--- config.mk ---
export PLATFORM = sky130hd
export DESIGN_NAME = rf_xfer_seq
export DESIGN_NICKNAME = d
export VERILOG_FILES = /design/src/rtl/rf_xfer_seq.sv
export SDC_FILE = /design/constraint.sdc
export NUM_CORES = 1
export LEC_CHECK = 0
export BUFFER_PORTS_ARGS = -buffer_cell sky130_fd_sc_hd__buf_2
export CAP_MARGIN = 20
export CELL_PAD_IN_SITES_DETAIL_PLACEMENT = 0
export CELL_PAD_IN_SITES_GLOBAL_PLACEMENT = 1
export CORE_MARGIN = 1
export CORE_UTILIZATION = 30
export CTS_BUF_LIST = sky130_fd_sc_hd__clkbuf_4 sky130_fd_sc_hd__clkbuf_8 sky130_fd_sc_hd__clkbuf_16
export CTS_CLUSTER_SIZE = 25
export DETAILED_ROUTE_END_ITERATION = 8
export GPL_TIMING_DRIVEN = 1
export MAX_ROUTING_LAYER = met4
export PLACE_DENSITY = 0.75
export SLEW_MARGIN = 40
export SYNTH_ARGS = -nofsm -noshare
export SYNTH_HDL_FRONTEND = slang
export SYNTH_SLANG_ARGS = --single-unit
--- constraint.sdc ---
create_clock -name clk_i -period 1.89 [get_ports clk_i]
set_input_delay 0.2835 -clock clk_i [delete_from_list [all_inputs] [get_ports clk_i]]
set_output_delay 0.2835 -clock clk_i [all_outputs]
set_load 0.02 [all_outputs]
--- src/rtl/rf_xfer_seq.sv ---
// rf_xfer_seq: sequences 6502 register transfers and optional N/Z update over the
// single register-file port, serving idle-time debug reads.
module rf_xfer_seq #(
    parameter int NUM_REGS = 5,
    parameter int P_ID     = 4,
    parameter int N_BIT    = 7,
    parameter int Z_BIT    = 1
) (
    input  logic        clk_i,
    input  logic        rstn_i,
    input  logic        req_valid_i,
    output logic        req_ready_o,
    input  logic [2:0]  req_src_i,
    input  logic [2:0]  req_dst_i,
    input  logic        req_flags_i,
    output logic        done_o,
    output logic        err_o,
    output logic [7:0]  done_data_o,
    input  logic        dbg_valid_i,
    input  logic [2:0]  dbg_addr_i,
    output logic        dbg_ack_o,
    output logic [7:0]  dbg_data_o,
    output logic [2:0]  rf_addr_o,
    output logic        rf_we_o,
    output logic [15:0] rf_wdata_o,
    input  logic [15:0] rf_rdata_i
);
    localparam logic [2:0] NR  = 3'(NUM_REGS);
    localparam logic [2:0] PID = 3'(P_ID);

    typedef enum logic [2:0] {IDLE, RD_SRC, WR_DST, RD_P, WR_P, DONE, ERR} state_t;

    state_t     state;
    logic [2:0] src, dst;
    logic       flags;
    logic [7:0] tmp, pv, pnew;
    logic       hs;
    logic       rdata_unused;

    assign rdata_unused = ^rf_rdata_i[15:8];
    assign hs = req_valid_i && req_ready_o;

    always_comb begin
        pnew = pv;
        pnew[N_BIT] = tmp[7];
        pnew[Z_BIT] = (tmp == 8'h00);
    end

    // Debug reads only borrow the port in IDLE when no transfer is being accepted
    assign dbg_ack_o  = (state == IDLE) && dbg_valid_i && !hs;
    assign dbg_data_o = (dbg_ack_o && dbg_addr_i < NR) ? rf_rdata_i[7:0] : 8'h00;
    assign rf_we_o    = (state == WR_DST) || (state == WR_P);
    assign rf_wdata_o = (state == WR_DST) ? {8'h00, tmp} : (state == WR_P) ? {8'h00, pnew} : 16'h0000;
    assign rf_addr_o  = (state == RD_SRC) ? src :
                        (state == WR_DST) ? dst :
                        (state == RD_P || state == WR_P) ? PID :
                        dbg_ack_o ? dbg_addr_i : 3'd0;

    always_ff @(posedge clk_i or negedge rstn_i) begin
        if (!rstn_i) begin
            state       <= IDLE;
            req_ready_o <= 1'b1;
            done_o      <= 1'b0;
            err_o       <= 1'b0;
            done_data_o <= 8'h00;
            src         <= 3'd0;
            dst         <= 3'd0;
            flags       <= 1'b0;
            tmp         <= 8'h00;
            pv          <= 8'h00;
        end else begin
            done_o      <= 1'b0;
            err_o       <= 1'b0;
            done_data_o <= 8'h00;
            case (state)
                IDLE: if (hs) begin
                    src         <= req_src_i;
                    dst         <= req_dst_i;
                    flags       <= req_flags_i && (req_dst_i != PID);
                    req_ready_o <= 1'b0;
                    if (req_src_i >= NR || req_dst_i >= NR) begin
                        state  <= ERR;
                        done_o <= 1'b1;
                        err_o  <= 1'b1;
                    end else begin
                        state <= RD_SRC;
                    end
                end
                RD_SRC: begin
                    tmp   <= rf_rdata_i[7:0];
                    state <= WR_DST;
                end
                WR_DST: if (flags) begin
                    state <= RD_P;
                end else begin
                    state       <= DONE;
                    done_o      <= 1'b1;
                    done_data_o <= tmp;
                end
                RD_P: begin
                    pv    <= rf_rdata_i[7:0];
                    state <= WR_P;
                end
                WR_P: begin
                    state       <= DONE;
                    done_o      <= 1'b1;
                    done_data_o <= tmp;
                end
                default: begin
                    state       <= IDLE;
                    req_ready_o <= 1'b1;
                end
            endcase
        end
    end
endmodule

* Word level (Yosys, flattened, before mapping)
Index checks and enable logic that the tools add are counted.
** Word-level totals
- Input bits :: 30
- Output and inout port bits :: 40
- Word-level logic and storage cells :: 54
- Register bits after elaboration :: 36
** Operators by class
- Equal/unequal tests :: 6
- Reduce and logical (&&, ||, !) cells :: 14
- Order comparisons :: 3
- Bitwise operators :: 1
- Muxes and demuxes :: 20
** Operators by type and width (number)
- 8-bit two-way mux :: 4
- 3-bit two-way mux :: 7
- 8-bit case mux with 2 select lines :: 1
- 3-bit case mux with 5 select lines :: 1
- 8-bit logical NOT :: 1
- 3-bit by 2-bit equality test with 1-bit output, second input constant :: 2
- 3-bit >= comparator, second input constant :: 2
- 1-bit logical AND :: 5
- 1-bit two-way mux :: 5
- 2-bit AND reduction :: 2
- 4-bit OR reduction :: 1
- 3-bit by 1-bit equality test with 1-bit output, second input constant :: 1
- 3-bit equality test, second input constant :: 1
- 3-bit logical NOT :: 1
- 1-bit logical OR :: 3
- 3-bit < comparator, second input constant :: 1
- 3-bit != test, second input constant :: 1
- 1-bit case mux with 3 select lines :: 1
- 2-bit != test, second input constant :: 1
- 1-bit case mux with 2 select lines :: 1
- 1-bit logical NOT :: 1
- 1-bit inverter :: 1

* Depth between registers and ports, before layout
Gate-level depths: netlist (run 1).
- Depth in word-level cells :: 7
- Depth in mapped cells :: 6
- Gate-level depth less buffers :: 4

* Worst setup path after synthesis (run 1)
No wires, ideal clock.
- Path kind :: register to output
- Start point :: reg req_ready_o
- End point :: out rf_addr_o[2]
- Path slack :: 187 ps
- Arrival :: 1419 ps
- Cell stages (with the launch flop) :: 5
- Path through :: dfstp_2 -> nand2_1 -> and4b_1 -> a221oi_1 -> o21ai_1
** Between the ends
- Cells in the longest elaborated chain, start to end :: 7
** RTL lines
- start: declaration :: line 12 : output logic req_ready_o,
- start signal: assignment :: line 62 : req_ready_o <= 1'b1;
- start signal: assignment :: line 80 : req_ready_o <= 1'b0;
- start signal: assignment :: line 111 : req_ready_o <= 1'b1;
- 1-bit logical AND :: line 41 : assign hs = req_valid_i && req_ready_o;
- 1-bit logical NOT :: line 50 : assign dbg_ack_o = (state == IDLE) && dbg_valid_i && !hs;
- 1-bit logical AND :: line 50
- 3-bit two-way mux :: line 57 : dbg_ack_o ? dbg_addr_i : 3'd0;
- 3-bit two-way mux :: line 56 : (state == RD_P || state == WR_P) ? PID :
- 3-bit two-way mux :: line 55 : (state == WR_DST) ? dst :
- 3-bit two-way mux :: line 54 : assign rf_addr_o = (state == RD_SRC) ? src :
- end: declaration :: line 23 : output logic [2:0] rf_addr_o,
No other way between the ends.

* Worst setup path in the final report (run 1)
Ends and elaborated chain as after synthesis.

==> results of run 1 <==
per-layer routing:
| layer | part of all wire, % | GRT usage (%) |
|---|---|---|
| met1 | 46 | 16.9 |
| met2 | 47 | 21.5 |
| met3 | 5.1 | 3.81 |
| met4 | 1.2 | 5.85 |
| met5 | 0 | - |
sequential cells by signal, summed over array words and instances (netlist names):
signal       cells
done_data_o      8
done_o           1
dst              3
err_o            1
flags            1
pv               6
req_ready_o      1
src              3
state            3
tmp              8
power by group through the flow:
stage | registers [uW] | clock network, uW | logic, uW
6_report | 1330 | 691 | 1940
5_1_grt | 1380 | 731 | 2120
4_1_cts | 1330 | 706 | 1870
3_5_place_dp | 1350 | 0 | 1760
3_3_place_gp | 1330 | 0 | 1750
2_1_floorplan | 1390 | 0 | 1170
Yosys cell counts, types with 2 or more instances:
master,instances,area (um^2)
sky130_fd_sc_hd__nand2b_1,2,12.5
sky130_fd_sc_hd__and2_1,10,62.6
sky130_fd_sc_hd__nor4_1,2,12.5
sky130_fd_sc_hd__nand2_1,13,48.8
sky130_fd_sc_hd__buf_2,4,20.0
sky130_fd_sc_hd__dfrtp_1,34,851
sky130_fd_sc_hd__nand3_1,2,10.0
sky130_fd_sc_hd__o31a_1,2,17.5
sky130_fd_sc_hd__a32oi_1,2,17.5
sky130_fd_sc_hd__buf_4,10,75.1
sky130_fd_sc_hd__nor2b_1,2,12.5
sky130_fd_sc_hd__and3_1,8,50.1
sky130_fd_sc_hd__a21oi_1,7,35.0
sky130_fd_sc_hd__a22oi_1,6,45.0
sky130_fd_sc_hd__mux2_2,20,225
sky130_fd_sc_hd__nor2_1,12,45.0
sky130_fd_sc_hd__o21ai_0,5,25.0
stage by stage:
stage,utilization (%),area [um^2],std cells
global placement,37.6,2060,283
finish,42.1,2300,297
global route,42.1,2300,297
CTS,40.6,2220,294
floorplan,-,1720,162
detailed placement,37.6,2060,283
final timing paths:
path / end / depth (start not counted)
worst min register to register: pv[4]$_DFFE_PN0N_ / 1
max in group asynchronous: state[1]$_DFFE_PN0P_ / 2
worst max-delay path: rf_addr_o[2] / 5
min in group asynchronous: done_data_o[0]$_DFF_PN0_ / 2
worst min-delay path: src[2]$_DFFE_PN0P_ / 2
worst max register to register: dst[1]$_DFFE_PN0P_ / 5
logic make-up (layout without fill, tap and decap cells):
| group | count (synthesis) | after routing | synth area share, % |
|---|---|---|---|
| and+or+nand+nor | 57 | 57 | 18.4 |
| DFF | 35 | 35 | 51.7 |
| AOI/OAI and AO/OA | 25 | 25 | 9.67 |
| muxes | 20 | 20 | 13.3 |
| buffers and inverters | 17 | 80 | 6.72 |
| other | 1 | 8 | 0.221 |
cell type report:
cell class	count	share of cell area (%)
clock buffer	5	2.99
clock inverter	3	2.01
inverter	1	0.163
multi-input combinational	110	32.7
sequential	35	38.2
tap	72	3.91
timing repair buffer	71	20.0
timing repair:
item	CTS	global route
gates resized for setup	11	16
hold buffers	0	1
buffers inserted	3	2
endpoints found under the hold margin	0	34
pin swaps	3	1
endpoints found under the setup margin	11	13
==> flow_metrics.py, run 1 <==
metrics = {
    "sta": {
        "worst_clock_skew_ns": 0.00465,
        "timing.final.max_slew_violations": 0,
        "setup_viol": 1,
        "timing.final.ws_setup_ns": -0.0203,
        "finalSetupTns_ns": -0.0203,
        "hold-worst-slack_ns": 0.244,
        "final.min_clock_period_ns": 1.91,
        "max_clock_freq_mhz": 523,
        "fin_crit_sh_pct": 101,
        "hold_viol_final": 0,
        "unrepaired_setup_endpoints_after_global_routing": "yes",
    },
    "grt": {
        "pin_count_of_the_biggest_net_entering_global_routing": 36,
        "grt_usage_pct": 13.8,
        "globalRoute.totalOverflow": 0,
        "grt_pass1_vias": 1266,
        "grt_antenna_before_repair": 0,
        "wire_length_of_the_first_global_routing_pass_um": 6080,
    },
    "placement": {
        "port_buffers": 53,
        "place_congestion": 0.777,
        "dpl.hpwl_um": 2840,
        "placement.setup.worst_slack_ns": 0.178,
    },
    "detailed_routing": {
        "drt-wirelength-per-cell_um": 13.3,
        "drc": 0,
        "route.final.wire_length_um": 3940,
        "drt.antenna.violating_nets": 0,
        "route.detailed.vias_per_inst": 4.56,
        "number_of_iterations_in_the_first_detailed_routing_pass": 6,
        "dr_total_vias": 1355,
        "drt_first_iter_violations": 74,
    },
    "clocking": {
        "clk_transition_reported_paths_ns": 0.07,
        "clock_tree.root_cell": "sky130_fd_sc_hd__clkbuf_8",
        "cts_num_sinks": 35,
        "later_pin_clock_latency_in_the_skew_report_ns": 0.29,
        "cts_buffers": 5,
        "clock_path_buffers": 2,
        "tritoncts_clock_tree": "done",
        "htreeDepth": 2,
    },
    "critical_path": {
        "critPathSlowestCell": "sky130_fd_sc_hd__dfstp_2",
        "crit_chain": "nand2_2 -> and4b_2 -> a221oi_2 -> o21ai_1 -> buf_4",
        "required_time_reported_for_the_critical_path_endpoint_ns": 1.61,
        "timing.critical_path.to_type": "output pin",
        "worst_setup_path_startpoint": "req_ready_o$_DFFE_PN1P_",
        "worst-endpoint-arrival_ns": 1.63,
        "r2r_setup_slack_ns": 0.20,
        "setup.worst_path.class": "reg -> out",
        "critical_path_buf_inv_count": 1,
        "path_max_fanout": 3,
        "setup.worst_path.start_class": "flop",
        "max_stage_delay_ns": 0.54,
        "worst_r2r_startpoint": "state[2]$_DFFE_PN0P_",
        "critical_path.top_delay_family": "flip-flops",
    },
    "power_and_ir_drop": {
        "p_comb_share_pct": 48.9,
        "switching_power_uw": 1540,
        "p_sw_share_pct": 38.8,
        "total_power_consumption_of_the_routed_design_uw": 3960,
        "p_per_area_nw_per_um2": 1720,
        "peakVddDrop_v": 0.000568,
        "cellInternalPower_uw": 2430,
        "share_seq_of_total_power_pct": 33.6,
        "p_leak_uw": 0.00115,
        "share_clk_of_total_power_pct": 17.4,
    },
    "run_status": {
        "violations": "negative setup slack",
        "outcome": "finished with violations",
    },
    "cells_and_area": {
        "regArea_um2": 880,
        "final_common_cell": "sky130_fd_sc_hd__buf_2",
        "fin_nets": 254,
        "area_growth_pct": 35.9,
        "multiInputGateArea_um2": 753,
        "final_layout_size_suffix_gt1_share_pct": 48.9,
        "final_cell_mix": "sky130_fd_sc_hd__buf_2, sky130_fd_sc_hd__dfrtp_1, sky130_fd_sc_hd__buf_4, sky130_fd_sc_hd__mux2_2",
        "fillCellCount": 562,
        "diodes": 0,
    },
    "die": {
        "design.core.area_um2": 5470,
        "num_rows": 27,
        "die_height_um": 77.2,
        "io_pins": 70,
        "initial_utilization_pct": 31.0,
        "dieWidth_um": 77.2,
        "die_area_um2": 5960,
    },
    "yosys": {
        "count_of_mapped_cells_out_of_synthesis": 155,
        "async_reset_ff_share_pct": 100,
        "ys.flop_type": "sky130_fd_sc_hd__dfrtp_1",
        "netlist_area_um2": 1700,
        "number_of_register_bits_inferred_by_synthesis": 35,
        "number_of_enable_type_register_cells_in_the_synthesized_netlist": 0,
        "ys_types": 31,
        "post_synth.cell_area_avg_um2": 10.9,
        "part_of_the_yosys_area_used_for_sequential_elements_pct": 51.7,
        "yosys_warnings": 0,
    },
    "flow_run": {
        "drv_cap": 0,
    },
    "min_path": {
        "hp-class": "in -> reg",
        "hold_sp": "req_src_i[2]",
    },
}
Note: power is estimated with default switching activity, not from simulation.
==> run 2: changes to the inputs <==
Settings changed: CELL_PAD_IN_SITES_DETAIL_PLACEMENT 0 to 2, CELL_PAD_IN_SITES_GLOBAL_PLACEMENT 1 to 2, CORE_UTILIZATION 30 to 28, PLACE_DENSITY 0.75 to 0.85.
==> flow_metrics.py, run 2 (same netlist as run 1, synthesis figures left out) <==
metrics = {
    "critical_path": {
        "setup.worst_path.class": "reg -> out",
        "timing.critical_path.to_type": "output pin",
        "r2r_setup_slack_ns": 0.04,
        "path_max_fanout": 5,
        "setup.worst_path.start_class": "flop",
        "worst-endpoint-arrival_ns": 1.71,
        "required_time_reported_for_the_critical_path_endpoint_ns": 1.61,
        "r2r.worst_path.cells": 6,
    },
    "cells_and_area": {
        "fin_nets": 261,
        "final_layout_size_suffix_gt1_share_pct": 57.1,
        "diodes": 0,
        "area_growth_pct": 45.1,
        "final_common_cell": "sky130_fd_sc_hd__buf_2",
        "final_cell_mix": "sky130_fd_sc_hd__buf_2, sky130_fd_sc_hd__dfrtp_1, sky130_fd_sc_hd__buf_4, sky130_fd_sc_hd__mux2_2, sky130_fd_sc_hd__buf_6",
        "largest_registers": "done_data_o x8, tmp x8, pv x6",
        "final_core_util_pct": 43.3,
        "fillCellCount": 603,
    },
    "die": {
        "initial_utilization_pct": 29.9,
        "num_rows": 27,
        "design.core.area_um2": 5680,
        "dieWidth_um": 79.8,
        "io_pins": 70,
        "die_area_um2": 6370,
        "die_height_um": 79.8,
    },
    "clocking": {
        "cts_buffers": 5,
        "tritoncts_clock_tree": "done",
        "clk_transition_reported_paths_ns": 0.07,
        "htreeDepth": 2,
        "clock_path_buffers": 2,
        "later_pin_clock_latency_in_the_skew_report_ns": 0.30,
        "cts_num_sinks": 35,
        "clock_tree.root_cell": "sky130_fd_sc_hd__clkbuf_8",
    },
    "grt": {
        "grt_antenna_before_repair": 0,
        "pin_count_of_the_biggest_net_entering_global_routing": 36,
        "wire_length_of_the_first_global_routing_pass_um": 8470,
        "globalRoute.totalOverflow": 0,
        "grt_pass1_vias": 1562,
        "grt_usage_pct": 18.5,
    },
    "sta": {
        "finalSetupTns_ns": -0.662,
        "max_clock_freq_mhz": 502,
        "hold-worst-slack_ns": 0.241,
        "fin_crit_sh_pct": 105,
        "setup_viol": 12,
        "hold_viol_final": 0,
        "timing.final.ws_setup_ns": -0.100,
        "final.min_clock_period_ns": 1.99,
        "worst_clock_skew_ns": 0.0119,
        "unrepaired_setup_endpoints_after_global_routing": "yes",
        "timing.final.max_slew_violations": 0,
    },
    "flow_run": {
        "drv_cap": 0,
    },
    "power_and_ir_drop": {
        "p_per_area_nw_per_um2": 1790,
        "p_leak_uw": 0.00119,
        "peakVddDrop_v": 0.000771,
    },
    "min_path": {
        "hp-class": "in -> reg",
        "whs_path_depth": 3,
    },
    "detailed_routing": {
        "number_of_iterations_in_the_first_detailed_routing_pass": 3,
        "route.detailed.vias_per_inst": 4.88,
        "dr_total_vias": 1480,
        "drt_first_iter_violations": 35,
        "route.final.wire_length_um": 5820,
        "drt-wirelength-per-cell_um": 19.2,
        "drc": 0,
        "drt.antenna.violating_nets": 0,
    },
    "placement": {
        "port_buffers": 53,
        "place_congestion": 0.789,
        "placement.setup.worst_slack_ns": 0.178,
        "dpl.hpwl_um": 3520,
    },
    "run_status": {
        "violations": "negative setup slack",
        "outcome": "finished with violations",
    },
}
run 2: worst paths after layout:
kind                                       from                 endpoint
max                        state[0]$_DFFE_PN0P_            dbg_data_o[1]
min                                 req_flags_i        flags$_DFFE_PN0P_
max reg2reg                state[2]$_DFFE_PN0P_       dst[0]$_DFFE_PN0P_
min reg2reg                  src[2]$_DFFE_PN0P_       src[2]$_DFFE_PN0P_
max in group asynchronous                rstn_i  req_ready_o$_DFFE_PN1P_
min in group asynchronous                rstn_i       tmp[4]$_DFFE_PN0P_
run 2: final cells by class:
cell class | count | area, um^2 | area share [%]
clock inverter | 2 | 37.5 | 1.53
multi-input combinational | 110 | 841 | 34.2
inverter | 1 | 3.75 | 0.153
tap | 72 | 90.1 | 3.66
sequential | 35 | 881 | 35.8
clock buffer | 5 | 68.8 | 2.80
timing repair buffer | 78 | 538 | 21.9
run 2: where the power goes:
| group | internal, uW | switching, uW | total [uW] |
|---|---|---|---|
| combinational | 1120 | 1200 | 2320 |
| clock | 385 | 275 | 661 |
| sequential | 1110 | 312 | 1420 |
| total | 2610 | 1790 | 4400 |
run 2: metal layers:
layer | global-route usage, % | vias to the layer above | routed length (um)
met2 | 31.8 | 47 | 3000
met3 | 4.11 | 7 | 215
met1 | 21.7 | 749 | 2510
met5 | - | - | 0
met4 | 5.18 | 0 | 87
li1 | - | 677 | -
run 2: per-stage QoR:
step | instances | area [um^2] | power, uW
finish | 303 | 2460 | 4400
global route | 303 | 2460 | 4660
CTS | 299 | 2310 | 4120
detailed placement | 283 | 2060 | 3180
global placement | 283 | 2060 | 3090
floorplan | 162 | 1720 | 2560
run 2: repair_timing:
action / 4_1_cts / 5_1_grt
gates cloned: 1 / 1
resized for setup: 26 / 32
buffers inserted: 8 / 2
pin swaps: 7 / 17
hold buffers: 0 / 1
hold endpoints to repair: 0 / 34
setup endpoints to repair: 18 / 25
run 2: critical path, cell delays in order, from the launching register on:
cell                      delay (ns)
sky130_fd_sc_hd__dfrtp_2        0.46
sky130_fd_sc_hd__nor2_4         0.15
sky130_fd_sc_hd__and4b_2        0.30
sky130_fd_sc_hd__buf_4          0.16
sky130_fd_sc_hd__and3_1         0.17
sky130_fd_sc_hd__buf_2          0.17
==> run 3: changes to the inputs <==
Settings changed: ABC_CLOCK_PERIOD_IN_PS set to 1890, CTS_BUF_LIST sky130_fd_sc_hd__clkbuf_4 sky130_fd_sc_hd__clkbuf_8 sky130_fd_sc_hd__clkbuf_16 to sky130_fd_sc_hd__clkbuf_16.
==> flow_metrics.py, run 3 (same netlist as run 1, synthesis figures left out) <==
metrics = {
    "clocking": {
        "clock_tree.root_cell": "sky130_fd_sc_hd__clkbuf_16",
        "htreeDepth": 2,
        "later_pin_clock_latency_in_the_skew_report_ns": 0.28,
        "cts_num_sinks": 35,
        "clk_transition_reported_paths_ns": 0.06,
        "tritoncts_clock_tree": "done",
        "cts_buffers": 5,
        "clock_path_buffers": 2,
    },
    "die": {
        "io_pins": 70,
        "dieWidth_um": 79.8,
        "die_height_um": 79.8,
        "die_area_um2": 6370,
        "initial_utilization_pct": 29.9,
        "design.core.area_um2": 5680,
        "num_rows": 27,
    },
    "critical_path": {
        "critical_path.top_delay_family": "flip-flops",
        "critical_path_buf_inv_count": 1,
        "path_max_fanout": 3,
        "r2r.worst_path.cells": 5,
        "required_time_reported_for_the_critical_path_endpoint_ns": 1.61,
        "timing.critical_path.to_type": "output pin",
        "worst_r2r_startpoint": "state[2]$_DFFE_PN0P_",
        "cp.depth": 5,
        "worst_r2r_endpoint": "src[1]$_DFFE_PN0P_",
        "max_stage_delay_ns": 0.53,
        "crit_chain": "nand2_2 -> and4b_2 -> a221oi_2 -> o21ai_1 -> buf_4",
        "setup.worst_path.class": "reg -> out",
        "worst-endpoint-arrival_ns": 1.66,
        "critPathSlowestCell": "sky130_fd_sc_hd__dfstp_2",
        "r2r_setup_slack_ns": 0.15,
        "setup.worst_path.start_class": "flop",
    },
    "sta": {
        "unrepaired_setup_endpoints_after_global_routing": "yes",
        "max_clock_freq_mhz": 514,
        "setup_viol": 9,
        "timing.final.max_slew_violations": 0,
        "hold-worst-slack_ns": 0.256,
        "timing.final.ws_setup_ns": -0.0565,
        "fin_crit_sh_pct": 103,
        "finalSetupTns_ns": -0.151,
        "hold_viol_final": 0,
        "worst_clock_skew_ns": 0.00572,
        "final.min_clock_period_ns": 1.95,
    },
    "cells_and_area": {
        "stdcell_count": 301,
        "final_cell_mix": "sky130_fd_sc_hd__buf_2, sky130_fd_sc_hd__dfrtp_1, sky130_fd_sc_hd__buf_4, sky130_fd_sc_hd__mux2_2",
        "regArea_um2": 881,
        "fillCellCount": 616,
        "multiInputGateArea_um2": 811,
        "final_layout_size_suffix_gt1_share_pct": 55.5,
        "largest_registers": "done_data_o x8, tmp x8, pv x6",
        "diodes": 0,
        "final_common_cell": "sky130_fd_sc_hd__buf_2",
        "fin_nets": 259,
        "finish.instance_area_um2": 2460,
        "area_growth_pct": 44.9,
    },
    "placement": {
        "post_dp_cell_area_um2": 2060,
        "place_congestion": 0.789,
        "dpl.hpwl_um": 3520,
        "port_buffers": 53,
        "post-place-cells": 283,
    },
    "min_path": {
        "hp-class": "in -> reg",
        "hold-path-endpoint": "src[2]$_DFFE_PN0P_",
        "hold_sp": "req_src_i[2]",
        "whs_path_depth": 2,
    },
    "run_status": {
        "violations": "negative setup slack",
        "outcome": "finished with violations",
    },
    "grt": {
        "grt_antenna_before_repair": 0,
        "wire_length_of_the_first_global_routing_pass_um": 8660,
        "globalRoute.totalOverflow": 0,
        "grt_usage_pct": 19.2,
        "pin_count_of_the_biggest_net_entering_global_routing": 36,
        "grt_pass1_vias": 1593,
    },
    "power_and_ir_drop": {
        "peakVddDrop_v": 0.000612,
        "total_power_consumption_of_the_routed_design_uw": 4620,
        "cellInternalPower_uw": 2760,
        "share_clk_of_total_power_pct": 19.9,
        "p_per_area_nw_per_um2": 1880,
        "p_comb_share_pct": 48.9,
        "p_leak_uw": 0.00119,
        "share_seq_of_total_power_pct": 31.1,
        "p_sw_share_pct": 40.2,
        "switching_power_uw": 1860,
    },
    "detailed_routing": {
        "drc": 0,
        "route.detailed.vias_per_inst": 5.01,
        "drt-wirelength-per-cell_um": 20.5,
        "dr_total_vias": 1509,
        "drt_first_iter_violations": 71,
        "route.final.wire_length_um": 6160,
        "number_of_iterations_in_the_first_detailed_routing_pass": 4,
        "drt.antenna.violating_nets": 0,
    },
    "flow_run": {
        "drv_cap": 0,
    },
}
[run 3: cell count changes in the layout (fill, tap and decap cells not counted), sizes merged]
cell,change
buf,-2
[run 3: layout make-up]
type / instances / share of cell area, %
flip-flops and latches: 35 / 35.8
well taps: 72 / 3.67
multi-input cells: 110 / 33.0
inverters: 1 / 0.153
clock inverters: 2 / 1.53
clock buffers: 5 / 5.09
repair buffers: 76 / 20.7
[run 3: metrics by stage]
step / worst slack, ns / utilization (%)
after CTS: -0.0478 / 41.1
after floorplan: 0.187 / -
final: -0.0565 / 43.3
after global placement: 0.223 / 36.2
after detailed placement: 0.178 / 36.2
after global routing: -0.106 / 43.3
[run 3: power groups by stage]
| stage | logic [uW] | clock network (uW) | registers (uW) |
|---|---|---|---|
| after floorplan | 1170 | 0 | 1390 |
| after global placement | 1730 | 0 | 1360 |
| after detailed placement | 1800 | 0 | 1390 |
| after CTS | 2050 | 926 | 1390 |
| after global routing | 2400 | 970 | 1470 |
| final | 2260 | 922 | 1440 |
[run 3: repair_timing]
action / in CTS / in global routing
buffers inserted: 8 / 0
endpoints found under the hold margin: 0 / 34
setup endpoints to repair: 18 / 15
hold buffers: 0 / 1
resized for setup: 16 / 31
gates cloned: 1 / 1
pin swaps: 4 / 5
[run 3: worst max path at each step]
stage	startpoint	to	slack [ns]
6_report	req_ready_o$_DFFE_PN1P_	rf_addr_o[2]	-0.06
5_1_grt	req_ready_o$_DFFE_PN1P_	rf_addr_o[2]	-0.11
4_1_cts	req_ready_o$_DFFE_PN1P_	rf_addr_o[2]	-0.05
3_5_place_dp	state[2]$_DFFE_PN0P_	dbg_data_o[7]	0.18
3_3_place_gp	req_ready_o$_DFFE_PN1P_	rf_addr_o[2]	0.22
2_1_floorplan	req_ready_o$_DFFE_PN1P_	rf_addr_o[2]	0.19
[run 3: routing by layer]
layer	vias to the layer above	global-route usage, %	part of all wire, %
met5	-	-	0
li1	675	-	-
met4	0	9.46	3.1
met1	777	21.2	41
met3	12	2.86	3.2
met2	45	33.8	53
